**src/rtl/peripheral_bus_pkg.sv**
```systemverilog
// Shared constants for the peripheral register window: base address, word offsets, TCON bits.
// Latency: none (declarations only).
// Backpressure: none (declarations only).
package peripheral_bus_pkg;

    localparam logic [31:0] BASE_ADDR = 32'h4000_0000;

    // Word offsets inside the 32-byte window (byte address bits [4:2])
    typedef enum logic [2:0] {
        ADDR_TH      = 3'd0,
        ADDR_TL      = 3'd1,
        ADDR_TCON    = 3'd2,
        ADDR_LED     = 3'd3,
        ADDR_SWITCH  = 3'd4,
        ADDR_DIGI    = 3'd5,
        ADDR_SYSTICK = 3'd6,
        ADDR_RSVD    = 3'd7
    } reg_off_e;

    localparam int TCON_W   = 3;
    localparam int TCON_EN  = 0;
    localparam int TCON_IE  = 1;
    localparam int TCON_IRQ = 2;

    // True when a byte address falls inside the 32-byte window at base
    function automatic logic win_hit(input logic [31:0] a, input logic [31:0] base);
        return a[31:5] == base[31:5];
    endfunction

endpackage

```
**src/rtl/peripheral_bus_if.sv**
```systemverilog
// Load/store port between the datapath memory mux and the peripheral window.
// Latency: reads combinational, writes commit on the clock edge.
// Backpressure: none; every access completes in its own cycle.
interface peripheral_bus_if;
    logic        rd;
    logic        wr;
    logic [31:0] addr;
    logic [31:0] wdata;
    logic [31:0] rdata;

    modport master (output rd, wr, addr, wdata, input rdata);
    modport slave  (input rd, wr, addr, wdata, output rdata);
endinterface

```
**src/rtl/peripheral_bus_timer_core.sv**
```systemverilog
// Reloadable 32-bit up-counter (TH reload, TL count) with sticky overflow interrupt.
// Latency: register writes and count/reload take effect on the next edge.
// Backpressure: none; CPU writes always win over the same-cycle count event.
module timer_core
    import peripheral_bus_pkg::*;
(
    input  logic              clk,
    input  logic              reset,
    input  logic              wr_th,
    input  logic              wr_tl,
    input  logic              wr_tcon,
    input  logic [31:0]       wdata,
    output logic [31:0]       th,
    output logic [31:0]       tl,
    output logic [TCON_W-1:0] tcon
);

    logic overflow;
    logic irq_set;

    // Overflow fires on the edge where an enabled counter sits at all-ones;
    // a CPU write to TL in that cycle cancels the whole reload event.
    assign overflow = tcon[TCON_EN] && (tl == 32'hFFFF_FFFF);
    assign irq_set  = overflow && tcon[TCON_IE] && !wr_tl;

    // Timer registers: CPU writes take priority, otherwise count/reload from the pre-edge TH
    always_ff @(posedge clk) begin
        if (reset) begin
            th   <= '0;
            tl   <= '0;
            tcon <= '0;
        end else begin
            if (wr_th) begin
                th <= wdata;
            end
            if (wr_tl) begin
                tl <= wdata;
            end else if (tcon[TCON_EN]) begin
                tl <= overflow ? th : tl + 32'd1;
            end
            if (wr_tcon) begin
                tcon <= wdata[TCON_W-1:0];
            end else if (irq_set) begin
                tcon[TCON_IRQ] <= 1'b1;
            end
        end
    end

endmodule

```
**src/rtl/peripheral_bus.sv**
```systemverilog
// Memory-mapped peripheral window: timer, LED/7-seg outputs, synchronised switches, systick.
// Latency: read data combinational in the access cycle; writes commit on the edge.
// Backpressure: none; the bus is always ready, unmapped accesses read 0 and drop writes.
module peripheral_bus #(
    parameter logic [31:0] BASE_ADDR = peripheral_bus_pkg::BASE_ADDR,
    parameter int          LED_W     = 8,
    parameter int          SW_W      = 8,
    parameter int          DIGI_W    = 12
) (
    input  logic                clk,
    input  logic                reset,
    peripheral_bus_if.slave     bus,
    output logic [LED_W-1:0]    led,
    input  logic [SW_W-1:0]     switch,
    output logic [DIGI_W-1:0]   digi,
    output logic                irqout
);
    import peripheral_bus_pkg::*;

    logic              hit;
    logic              wen;
    reg_off_e          off;
    logic              unused_addr_lsb;
    logic [31:0]       th;
    logic [31:0]       tl;
    logic [TCON_W-1:0] tcon;
    logic [31:0]       systick;
    logic [SW_W-1:0]   sw_meta;
    logic [SW_W-1:0]   sw_sync;

    // Word access only: the byte lane bits are deliberately ignored
    assign unused_addr_lsb = ^bus.addr[1:0];

    assign hit    = win_hit(bus.addr, BASE_ADDR);
    assign off    = reg_off_e'(bus.addr[4:2]);
    assign wen    = bus.wr && hit;
    assign irqout = tcon[TCON_IRQ];

    timer_core u_timer (
        .clk     (clk),
        .reset   (reset),
        .wr_th   (wen && (off == ADDR_TH)),
        .wr_tl   (wen && (off == ADDR_TL)),
        .wr_tcon (wen && (off == ADDR_TCON)),
        .wdata   (bus.wdata),
        .th      (th),
        .tl      (tl),
        .tcon    (tcon)
    );

    // Output registers, free-running systick and the two-flop switch synchroniser
    always_ff @(posedge clk) begin
        if (reset) begin
            led     <= '0;
            digi    <= '0;
            systick <= '0;
            sw_meta <= '0;
            sw_sync <= '0;
        end else begin
            if (wen && (off == ADDR_LED)) begin
                led <= bus.wdata[LED_W-1:0];
            end
            if (wen && (off == ADDR_DIGI)) begin
                digi <= bus.wdata[DIGI_W-1:0];
            end
            systick <= systick + 32'd1;
            sw_meta <= switch;
            sw_sync <= sw_meta;
        end
    end

    // Read mux: pre-edge register state, zero-extended, zero when idle or outside the window
    always_comb begin
        bus.rdata = '0;
        if (bus.rd && hit) begin
            case (off)
                ADDR_TH:      bus.rdata = th;
                ADDR_TL:      bus.rdata = tl;
                ADDR_TCON:    bus.rdata = {{(32-TCON_W){1'b0}}, tcon};
                ADDR_LED:     bus.rdata = {{(32-LED_W){1'b0}}, led};
                ADDR_SWITCH:  bus.rdata = {{(32-SW_W){1'b0}}, sw_sync};
                ADDR_DIGI:    bus.rdata = {{(32-DIGI_W){1'b0}}, digi};
                ADDR_SYSTICK: bus.rdata = systick;
                default:      bus.rdata = '0;
            endcase
        end
    end

endmodule

```
**src/flat_wrapper.sv**
```systemverilog
// flat-port wrapper written by rule: the top's interface ports become plain ports
module peripheral_bus_flat import peripheral_bus_pkg::*;
#(
    parameter logic [31:0] BASE_ADDR = peripheral_bus_pkg::BASE_ADDR,
    parameter int          LED_W     = 8,
    parameter int          SW_W      = 8,
    parameter int          DIGI_W    = 12
)
  (clk, reset, led, switch, digi, irqout, bus_rd, bus_wr, bus_addr, bus_wdata, bus_rdata);
  peripheral_bus_if bus_i ();
  input  logic clk;
  input  logic reset;
  output logic [LED_W-1:0] led;
  input  logic [SW_W-1:0] switch;
  output logic [DIGI_W-1:0] digi;
  output logic irqout;
  input wire logic [$bits(bus_i.rd)-1:0] bus_rd;
  input wire logic [$bits(bus_i.wr)-1:0] bus_wr;
  input wire logic [$bits(bus_i.addr)-1:0] bus_addr;
  input wire logic [$bits(bus_i.wdata)-1:0] bus_wdata;
  output wire logic [$bits(bus_i.rdata)-1:0] bus_rdata;
  assign bus_i.rd = bus_rd;
  assign bus_i.wr = bus_wr;
  assign bus_i.addr = bus_addr;
  assign bus_i.wdata = bus_wdata;
  assign bus_rdata = bus_i.rdata;
  peripheral_bus #(.BASE_ADDR(BASE_ADDR), .LED_W(LED_W), .SW_W(SW_W), .DIGI_W(DIGI_W)) u_core (.clk(clk), .reset(reset), .bus(bus_i), .led(led), .switch(switch), .digi(digi), .irqout(irqout));
endmodule
```
**config.mk**
```make
export PLATFORM = sky130hd
export DESIGN_NAME = peripheral_bus_flat
export DESIGN_NICKNAME = d
export VERILOG_FILES = /design/src/rtl/peripheral_bus_pkg.sv /design/src/rtl/peripheral_bus_if.sv /design/src/rtl/peripheral_bus_timer_core.sv /design/src/rtl/peripheral_bus.sv /design/src/flat_wrapper.sv
export SDC_FILE = /design/constraint.sdc
export NUM_CORES = 1
export LEC_CHECK = 0
export CAP_MARGIN = 0
export CORE_MARGIN = 1
export CORE_UTILIZATION = 35
export CTS_CLUSTER_SIZE = 14
export DETAILED_ROUTE_END_ITERATION = 6
export PLACE_DENSITY = 0.54
export REMOVE_ABC_BUFFERS = 1
export SLEW_MARGIN = 40
export SYNTH_ARGS = -nofsm -noshare
export SYNTH_HDL_FRONTEND = slang
export SYNTH_SLANG_ARGS = --single-unit
```
**constraint.sdc**
```tcl
create_clock -name clk -period 2.4 [get_ports clk]
set_input_delay 0.36 -clock clk [delete_from_list [all_inputs] [get_ports clk]]
set_output_delay 0.36 -clock clk [all_outputs]
set_load 0.005 [all_outputs]
```
# Word level (Yosys, flattened, before mapping)
# Index checks and enable logic that the tools add are counted.
[word_totals]
regBits = 135
input_bits = 76
wordCells = 40
[op_classes]
n_addsub = 2
n_eq_ne = 8
mux = 7
reduce_logical = 14
[ops]
columns = ["op", "count"]
rows = [
  ["$pmux W32 S7", 1],
  ["$mux W32", 4],
  ["$add A32 B1 Y32 const B", 2],
  ["$eq A32 B32 Y1 const B", 1],
  ["$eq A27 B26 Y1 const B", 1],
  ["$logic_and A1 B1 Y1", 10],
  ["$eq A3 B3 Y1 const B", 3],
  ["$eq A3 B2 Y1 const B", 2],
  ["$reduce_bool A2 Y1", 2],
  ["$eq A3 B1 Y1 const B", 1],
  ["$logic_not A3 Y1", 1],
  ["$mux W1", 2],
  ["$logic_not A1 Y1", 1],
]

# Logic depth before layout (Yosys ltp)
# Gate-level depths: netlist of run 1.
[logic_depth]
depth_word = 7
mapped_depth = 9

# Cells and area by module
# A second synthesis of run 1 with hierarchy kept.
[unflattened]
hier_cells = 887
hier_area_um2 = 7397.1
[by_module_without_submodules]
columns = ["module", "instances", "cells_each", "area_each_um2", "seq_area_each_um2"]
rows = [
  ["peripheral_bus", 1, 462, 3848.7, 1361.3],
  ["timer_core", 1, 425, 3548.4, 1341.3],
]

# Worst setup path before layout of run 1
# No wires, ideal clock.
[synth_timing]
path_type = "input port to output port"
from = "in bus_addr[2]"
to = "out bus_rdata[24]"
arrival_ns = 1.751
required_time_ns = 2.040
setup_slack_ns = 0.289
cell_stages = 6
path_cell_list = "buf_2 buf_1 clkbuf_1 mux2_2 a22oi_1 nor2_1"
[synth_via]
elab_chain_cells = 3
word_cells_on_any_way = 9
[synth_rtl]
columns = ["element", "line_no", "text"]
rows = [
  ["start: declaration", "flat_wrapper.sv:19", "input wire logic [$bits(bus_i.addr)-1:0] bus_addr;"],
  ["$eq A3 B3 Y1, or another cell as far along", "peripheral_bus.sv:76", "case (off)"],
  ["$pmux W32 S7 *", "peripheral_bus.sv:76", ""],
  ["$mux W32 *", "peripheral_bus.sv:75", "if (bus.rd && hit) begin"],
  ["end: declaration", "flat_wrapper.sv:21", "output wire logic [$bits(bus_i.rdata)-1:0] bus_rdata;"],
]
# Mark *: on every way between the ends. The rest lies on a longest branch, timed or not.

# Final worst setup path of run 1
[layout_timing]
from = "in bus_addr[20]"
to = "out bus_rdata[27]"
[layout_via]
elab_chain_cells = 3
[layout_rtl]
columns = ["element", "line_no", "text"]
rows = [
  ["$eq A27 B26 Y1", "peripheral_bus_pkg.sv:27", "return a[31:5] == base[31:5];"],
  ["$logic_and A1 B1 Y1", "peripheral_bus.sv:75", ""],
  ["$mux W32", "peripheral_bus.sv:75", ""],
]
# No other way between the ends.

==> results.py, run 1 <==
metrics = {
    "clock_tree": {
        "cts_tree": "built",
        "hold_buffers": 0,
        "cts_inserted_buffers": 17,
        "clockBufferDepth": 2,
        "cts.sinks": 135,
        "clock_latency_ns": 0.43,
        "clk_pin_slew_ns": 0.06,
        "clockRootBuffer": "clkbuf_16",
        "htreeDepth": 4,
    },
    "pwr": {
        "intPower_w": 0.00412,
        "switchingPower_w": 0.00133,
        "comb_power_share": 0.066,
        "peakVddDrop_uv": 449,
        "clock_power_share": 0.519,
        "pwr-share-seq": 0.415,
        "power_density_mw_per_mm2": 529,
        "switching_share": 0.244,
        "power_w": 0.00545,
        "p_leak_nw": 4.05,
    },
    "critical_path": {
        "start_kind": "input port",
        "r2r_cells": 8,
        "cp.arrival_ns": 1.99,
        "endpoint_kind": "primary output",
        "r2r_start": "u_core.u_timer.tl[0]",
        "critPathLaunch": "bus_addr[20]",
        "cp_common_cell": "dlygate4sd2_1",
        "rrSetupSlack_ns": 0.22,
        "criticalPathCategory": "in2out",
        "r2r-end": "u_core.u_timer.tl[22]",
        "cp-endpoint": "bus_rdata[27]",
        "crit_buf_inv": 5,
        "slowest_delay_ns": 0.26,
        "crit_path_top_delay_cell": "dlygate4sd2_1",
        "path_max_fanout": 10,
        "path_delay_family": "buffers and inverters",
        "crit_required_ns": 2.04,
        "cp_num_cells": 10,
        "crit_path_cell_trace": "dlygate4sd2_1, nor4_4, nand3_1, nor2_2, nand3_4, buf_12, buf_6, clkbuf_16, nor2_1, dlygate4sd2_1",
    },
    "global_routing": {
        "use_met3": 0.0291,
        "antenna_found_initial": 0,
        "gr-total-overflow": 0,
        "grt_pass1_wl_um": 37200,
        "grt_use_met2": 0.345,
        "top_usage_layer": "met2",
        "grt_max_degree": 63,
        "grt_pass1_vias": 6758,
        "met1_usage": 0.315,
        "track_usage": 0.222,
    },
    "placement": {
        "numPortBuffers": 126,
        "place.gp.congestion": 0.842,
        "place_hpwl_um": 16300,
    },
    "synth": {
        "synth.area.top_cells": "dfxtp_1, mux2i_1, nor2_1, mux2_2, xor2_1",
        "synth_area_sq_mm": 0.00729,
        "seq_area_frac_synth": 0.371,
        "synth.distinct_cells": 59,
        "synth_seq_cells": 135,
        "synth_warnings": 0,
        "synth.largest_area_cell": "dfxtp_1",
        "postSynthAreaPerCell_sq_um": 8.65,
        "synth_edf_count": 0,
        "synth_top_area_share": 0.371,
        "netlist_instances": 843,
        "async_flop_share": 0,
        "synthFlopType": "dfxtp_1",
    },
    "final_layout": {
        "nFillCells": 1992,
        "drive_gt1_frac": 0.248,
        "fin_util": 0.508,
        "final_cell_mix": "nor2_1, dfxtp_1, buf_4",
        "diodes": 0,
        "layout_commonest_cell": "nor2_1",
        "syn_to_final_growth_pct": 41.3,
        "nNetsFinal": 1108,
    },
    "sta": {
        "fin_setup_tns_ns": 0,
        "max_slew_margin": 0.534,
        "skew_ns": 0.00769,
        "max_freq_ghz": 0.426,
        "rsz0062_at_grt": "yes",
        "worst_pin_slew_ns": 0.699,
        "period_needed_ns": 2.35,
        "finalSetupViolations": 0,
        "slew_viol_final": 0,
        "period_share": 0.979,
        "final_hold_viol_count": 0,
    },
    "flow_run": {
        "cap_violations": 0,
    },
    "floorplanning": {
        "initial_core_util": 0.359,
        "dieArea_sq_mm": 0.0214,
        "io-pin-count": 129,
        "die_h_um": 146,
        "fp.coreArea_sq_mm": 0.0203,
        "die_w_um": 146,
        "rows": 52,
    },
    "routing": {
        "vias": 6896,
        "viasPerCell": 5.25,
        "drc": 0,
        "wl_um": 23400,
        "dr.pass1.iters": 6,
        "postRouteAntennaNets": 0,
        "drt_iter0_markers": 455,
        "wire_per_inst_um": 17.8,
    },
    "hold_path": {
        "min_path_type": "reg2reg",
    },
    "status": {
        "status": "complete, no violations",
    },
}
==> worst register-to-register path, cell delays in order (launching register included) <==
cell      delay, ns
dfxtp_1        0.34
ha_1           0.24
nand3_2        0.18
nor4_4         0.40
buf_4          0.22
nand4_1        0.13
mux2_2         0.31
o221ai_1       0.17
nor3_1         0.06
==> timing repair <==
action,4_1_cts,5_1_grt
setup endpoints to repair,32,33
cloned,2,1
resized for setup,108,87
pin swaps,13,13
endpoints found under the hold margin,0,0
setup buffers,10,8
==> how the worst min path moves through the flow <==
stage	startpoint	to	depth (start not counted)
global placement	u_core.sw_meta[3]	u_core.sw_sync[3]	1
finish	u_core.sw_meta[1]	u_core.sw_sync[1]	1
global route	u_core.sw_meta[2]	u_core.sw_sync[2]	1
CTS	u_core.sw_meta[2]	u_core.sw_sync[2]	1
detailed placement	u_core.sw_meta[2]	u_core.sw_sync[2]	1
floorplan	u_core.sw_meta[0]	u_core.sw_sync[0]	1
==> power by group through the flow <==
stage	registers [W]	logic (W)	clock network [W]
after floorplan	0.00231	0.0000666	0
after global placement	0.00232	0.000337	0
after detailed placement	0.00232	0.000337	0
after CTS	0.00226	0.000354	0.00287
after global routing	0.00227	0.000383	0.00297
final	0.00226	0.000358	0.00283
==> through the flow <==
stage | hold WS, ns | instance area [sq um] | cells | setup slack [ns]
2_1_floorplan | 0.414 | 6990 | 781 | -0.652
3_3_place_gp | 0.417 | 9340 | 1261 | -0.430
3_5_place_dp | 0.420 | 9340 | 1261 | -0.462
4_1_cts | 0.436 | 10200 | 1305 | -0.243
5_1_grt | 0.447 | 10300 | 1313 | -0.0657
6_report | 0.435 | 10300 | 1313 | 0.0508
==> registers in the layout, summed over array words and instances, names as in the netlist <==
signal               count
u_core.systick          32
u_core.u_timer.th       32
u_core.u_timer.tl       32
u_core.digi             12
u_core.led               8
u_core.sw_meta           8
u_core.sw_sync           8
u_core.u_timer.tcon      3
==> kinds of logic after synthesis <==
kind of cell	after synthesis	synth area share
compound gates	141	0.140
mux	93	0.133
fa+ha+maj	2	0.00343
xor+xnor	46	0.0553
simple gates	355	0.251
flops	135	0.371
buf+inv	71	0.0467
==> Yosys cell counts (8+ instances only) <==
master and instances:
a211oi_1 15, a21oi_1 35, a221oi_1 8, a22oi_1 28, and3_1 16, buf_2 11
clkbuf_1 36, dfxtp_1 135, inv_1 8, mux2_2 30, mux2i_1 63, nand2_1 34
nand3_1 38, nand4_1 23, nor2_1 150, nor2b_1 23, nor3_1 19, o21ai_0 8
o221ai_1 8, xnor2_1 20, xor2_1 26
==> per-layer routing <==
metal  wire (um)  vias to the layer above
met5           0                        -
met1       11500                     3269
met4         350                        0
met3        1070                       21
li1            -                     3418
met2       10500                      188
==> area by class of cell <==
cell class | count | area, sq um | share of cell area
Clock buffer | 17 | 425 | 0.0413
Clock inverter | 15 | 204 | 0.0198
Inverter | 9 | 33.8 | 0.00328
Multi-Input combinational cell | 637 | 4440 | 0.431
Sequential cell | 135 | 2700 | 0.262
Tap cell | 270 | 338 | 0.0328
Timing Repair Buffer | 230 | 2160 | 0.209
No activity file was read; power rests on OpenSTA's default activity.
==> run 2, diff against run 1 <==
Settings changed: SETUP_SLACK_MARGIN from default to 0.1.
Clock period 2.4 ns to 2.2 ns, I/O delays scaled along.
==> results.py, run 2 (synthesis gave the netlist of run 1 again) <==
metrics = {
    "critical_path": {
        "r2r-end": "u_core.u_timer.tl[25]",
        "cp-endpoint": "bus_rdata[25]",
        "criticalPathCategory": "in2out",
        "path_delay_family": "simple AND/OR/NAND/NOR gates",
        "crit_path_cell_trace": "buf_6, nor4_4, nand4_1, nor2_4, nand3_4, buf_6, buf_8, buf_16, nor2_4, buf_2",
        "endpoint_kind": "primary output",
        "r2r_start": "u_core.u_timer.tl[15]",
        "crit_buf_inv": 5,
        "rrSetupSlack_ns": 0.18,
        "crit_required_ns": 1.87,
        "r2r_cells": 7,
        "critPathLaunch": "bus_addr[10]",
        "crit_path_top_delay_cell": "nor4_4",
        "path_max_fanout": 5,
        "cp_num_cells": 10,
        "cp.arrival_ns": 1.77,
        "slowest_delay_ns": 0.26,
        "start_kind": "input port",
    },
    "placement": {
        "place.gp.congestion": 0.866,
        "place_hpwl_um": 16500,
        "numPortBuffers": 126,
    },
    "routing": {
        "top_layer_used": "met4",
        "dr.pass1.iters": 5,
        "wl_um": 23600,
        "viasPerCell": 5.26,
        "vias": 6976,
        "postRouteAntennaNets": 0,
        "met1Wirelength_um": 11500,
        "drt_iter0_markers": 467,
        "wire_per_inst_um": 17.8,
        "drc": 0,
        "met2WireLength_um": 10700,
        "wl_met3_um": 1030,
    },
    "floorplanning": {
        "rows": 52,
        "initial_core_util": 0.359,
        "die_h_um": 146,
        "io-pin-count": 129,
        "fp.coreArea_sq_mm": 0.0203,
        "die_w_um": 146,
        "dieArea_sq_mm": 0.0214,
    },
    "global_routing": {
        "grt_pass1_vias": 6676,
        "antenna_found_initial": 0,
        "grt_max_degree": 47,
        "gr-total-overflow": 0,
        "track_usage": 0.223,
        "grt_pass1_wl_um": 37200,
    },
    "sta": {
        "finalSetupViolations": 0,
        "fin_setup_tns_ns": 0,
        "period_needed_ns": 2.10,
        "worst_pin_slew_ns": 0.480,
        "period_share": 0.955,
        "rsz0062_at_grt": "yes",
        "hold_ws_ns": 0.257,
        "final_hold_viol_count": 0,
        "max_slew_margin": 0.680,
        "skew_ns": 0.0121,
        "slew_viol_final": 0,
        "max_freq_ghz": 0.476,
    },
    "final_layout": {
        "syn_to_final_growth_pct": 45.5,
        "drive_gt1_frac": 0.312,
        "multi_input_area_sq_mm": 0.00473,
        "layout.area.seq_sq_mm": 0.00271,
        "layout_commonest_cell": "dfxtp_1",
        "nFillCells": 1925,
        "fin_util": 0.523,
        "final_cell_mix": "dfxtp_1, nor2_1, buf_4",
        "biggestRegsByFlops": "u_core.systick (32), u_core.u_timer.th (32), u_core.u_timer.tl (32)",
        "diodes": 0,
        "nNetsFinal": 1120,
    },
    "pwr": {
        "switchingPower_w": 0.00138,
        "comb_power_share": 0.072,
        "clock_power_share": 0.499,
        "intPower_w": 0.00439,
        "pwr-share-seq": 0.429,
        "peakVddDrop_uv": 464,
        "p_leak_nw": 3.91,
        "power_density_mw_per_mm2": 544,
        "switching_share": 0.239,
    },
    "clock_tree": {
        "clockBufferDepth": 2,
        "clockRootBuffer": "clkbuf_16",
        "cts.sinks": 135,
        "cts_tree": "built",
        "clock_latency_ns": 0.43,
        "htreeDepth": 4,
        "clk_pin_slew_ns": 0.06,
        "cts_inserted_buffers": 17,
    },
    "flow_run": {
        "cap_violations": 0,
    },
    "status": {
        "status": "complete, no violations",
    },
    "hold_path": {
        "min_path_type": "in2reg",
    },
}
## run 2: worst min path at each step
| stage | from | to | cells after the start |
|---|---|---|---|
| 5_1_grt | reset | u_core.u_timer.th[8] | 2 |
| 6_report | reset | u_core.u_timer.th[27] | 2 |
| 4_1_cts | reset | u_core.u_timer.th[8] | 2 |
| 3_3_place_gp | u_core.sw_meta[2] | u_core.sw_sync[2] | 1 |
| 2_1_floorplan | reset | u_core.systick[0] | 1 |
| 3_5_place_dp | u_core.sw_meta[3] | u_core.sw_sync[3] | 1 |
## run 2: metrics by stage
stage | setup slack (ns) | total power, W | instance area (sq um) | instances
2_1_floorplan | -0.822 | 0.00260 | 6990 | 781
3_3_place_gp | -0.604 | 0.00290 | 9520 | 1280
3_5_place_dp | -0.642 | 0.00290 | 9520 | 1280
4_1_cts | 0.0875 | 0.00579 | 10400 | 1325
5_1_grt | 0.0102 | 0.00595 | 10600 | 1325
6_report | 0.0984 | 0.00577 | 10600 | 1325
## run 2: area by class of cell
type | count | share of cell area
tap | 270 | 0.0318
multi-input combinational | 637 | 0.446
timing repair buffer | 242 | 0.208
sequential | 135 | 0.255
clock buffer | 20 | 0.0421
inverter | 9 | 0.00318
clock inverter | 12 | 0.0133
## run 2: timing repair
action                                  4_1_cts  5_1_grt
endpoints found under the setup margin      101       47
resized for setup                           286       60
gates cloned                                  6        0
buffers inserted                              8        2
pin swaps                                    28       26
endpoints found under the hold margin         0        0
hold buffers                                  0        0
## run 2: metal layers
metal	vias up	GRT usage
met1	3342	0.316
met3	21	0.0366
met4	0	0.0594
met2	175	0.347
li1	3438	-
met5	-	0
## run 2: power by group through the flow
stage | Clock (W) | Combinational [W] | Sequential [W]
final | 0.00288 | 0.000415 | 0.00247
after floorplan | 0 | 0.0000726 | 0.00252
after detailed placement | 0 | 0.000379 | 0.00253
after global routing | 0.00304 | 0.000442 | 0.00247
after CTS | 0.00292 | 0.000395 | 0.00247
after global placement | 0 | 0.000378 | 0.00252
==> run 3, diff against run 2 <==
Settings changed: HOLD_SLACK_MARGIN from default to 0.02.
Clock period 2.2 ns to 2.21 ns, I/O delays scaled along.
==> results.py, run 3 (synthesis gave the netlist of run 1 again) <==
metrics = {
    "clock_tree": {
        "cts.sinks": 135,
        "cts_inserted_buffers": 17,
        "htreeDepth": 4,
        "hold_buffers": 0,
        "clk_pin_slew_ns": 0.06,
        "clock_latency_ns": 0.43,
        "cts_tree": "built",
        "clockBufferDepth": 2,
        "clockRootBuffer": "clkbuf_16",
    },
    "routing": {
        "drc": 0,
        "postRouteAntennaNets": 0,
        "wl_um": 25100,
        "top_layer_used": "met4",
        "viasPerCell": 5.25,
        "vias": 7152,
        "dr.pass1.iters": 6,
        "met2WireLength_um": 11400,
        "wire_per_inst_um": 18.4,
        "met1Wirelength_um": 12300,
        "drt_iter0_markers": 462,
        "wl_met3_um": 1090,
    },
    "critical_path": {
        "criticalPathCategory": "in2out",
        "crit_buf_inv": 7,
        "cp_common_cell": "buf_6",
        "crit_path_cell_trace": "buf_6, nor4_4, nand4_1, nor2_4, nand3_4, buf_12, buf_12, buf_8, buf_6, buf_6, a211oi_2, buf_2",
        "crit_path_top_delay_cell": "nor4_4",
        "path_max_fanout": 4,
        "crit_required_ns": 1.88,
        "endpoint_kind": "primary output",
        "path_delay_family": "buffers and inverters",
        "cp_num_cells": 12,
        "cp.arrival_ns": 2.11,
        "slowest_delay_ns": 0.26,
        "start_kind": "input port",
        "r2r_cells": 8,
    },
    "global_routing": {
        "antenna_found_initial": 0,
        "track_usage": 0.230,
        "grt_pass1_wl_um": 38400,
        "gr-total-overflow": 0,
        "grt_max_degree": 45,
        "grt_pass1_vias": 6831,
    },
    "placement": {
        "numPortBuffers": 126,
        "place.gp.congestion": 0.868,
        "place_hpwl_um": 16700,
    },
    "sta": {
        "slew_viol_final": 0,
        "max_slew_margin": 0.649,
        "worst_pin_slew_ns": 0.527,
        "rsz0062_at_grt": "yes",
        "final_hold_viol_count": 0,
        "fin_setup_tns_ns": -1.69,
        "skew_ns": 0.00901,
        "max_freq_ghz": 0.410,
        "finalSetupViolations": 17,
        "period_share": 1.10,
        "worst_slack_ns": -0.227,
        "period_needed_ns": 2.44,
    },
    "final_layout": {
        "diodes": 0,
        "layout.area.seq_sq_mm": 0.00270,
        "final_cell_mix": "dfxtp_1, nor2_1, buf_4",
        "layout_commonest_cell": "dfxtp_1",
        "drive_gt1_frac": 0.322,
        "multi_input_area_sq_mm": 0.00462,
        "fin_util": 0.534,
        "biggestRegsByFlops": "u_core.systick (32), u_core.u_timer.th (32), u_core.u_timer.tl (32)",
        "syn_to_final_growth_pct": 48.7,
        "nNetsFinal": 1156,
        "nFillCells": 1960,
    },
    "pwr": {
        "comb_power_share": 0.069,
        "power_density_mw_per_mm2": 527,
        "peakVddDrop_uv": 446,
        "p_leak_nw": 4.14,
        "switchingPower_w": 0.00147,
        "switching_share": 0.258,
        "clock_power_share": 0.501,
        "intPower_w": 0.00424,
        "pwr-share-seq": 0.430,
    },
    "floorplanning": {
        "dieArea_sq_mm": 0.0214,
        "die_w_um": 146,
        "rows": 52,
        "fp.coreArea_sq_mm": 0.0203,
        "die_h_um": 146,
        "initial_core_util": 0.359,
        "io-pin-count": 129,
    },
    "status": {
        "status": "finished, violations left",
        "violations": "setup timing",
    },
    "hold_path": {
        "hold_depth": 2,
        "min_path_type": "in2reg",
    },
    "flow_run": {
        "cap_violations": 0,
    },
}
[run 3: worst paths after layout]
kind	slack, ns	endpoint	startpoint
worst max-delay path	-0.23	bus_rdata[7]	bus_addr[10]
worst min register to register	0.44	u_core.sw_sync[3]	u_core.sw_meta[3]
worst min-delay path	0.27	u_core.u_timer.th[24]	reset
worst max register to register	0.17	u_core.u_timer.tl[10]	u_core.u_timer.tl[6]
[run 3: area by class of cell]
type,instances,share of cell area
multi-input cells,637,0.426
flip-flops and latches,135,0.249
repair buffers,278,0.236
clock buffers,17,0.0392
well taps,270,0.0311
clock inverters,15,0.0148
inverters,9,0.00311
[run 3: power groups by stage]
| stage | clock [W] | sequential (W) | combinational [W] |
|---|---|---|---|
| after floorplan | 0 | 0.00251 | 0.0000723 |
| after global placement | 0 | 0.00251 | 0.000377 |
| after detailed placement | 0 | 0.00251 | 0.000377 |
| after CTS | 0.00289 | 0.00246 | 0.000389 |
| after global routing | 0.00299 | 0.00246 | 0.000421 |
| final | 0.00286 | 0.00246 | 0.000393 |
[run 3: routing by layer]
metal / vias to the layer above / track usage
li1: 3507 / -
met1: 3445 / 0.322
met3: 20 / 0.0441
met5: - / 0
met4: 0 / 0.0568
met2: 180 / 0.362
[run 3: timing repair]
| item | CTS | global route |
|---|---|---|
| cloned | 5 | 3 |
| gates resized for setup | 220 | 79 |
| pin swaps | 32 | 29 |
| setup buffers | 30 | 20 |
| setup endpoints to repair | 113 | 68 |
[run 3: stage by stage]
step	area [sq um]	hold slack (ns)	std cells	power, W	setup WS [ns]
after floorplan	6990	0.398	781	0.00258	-0.813
after global placement	9520	0.418	1281	0.00289	-0.588
after detailed placement	9520	0.423	1281	0.00289	-0.671
after CTS	10600	0.257	1345	0.00574	-0.312
after global routing	10800	0.268	1361	0.00587	-0.314
final	10800	0.269	1361	0.00571	-0.227
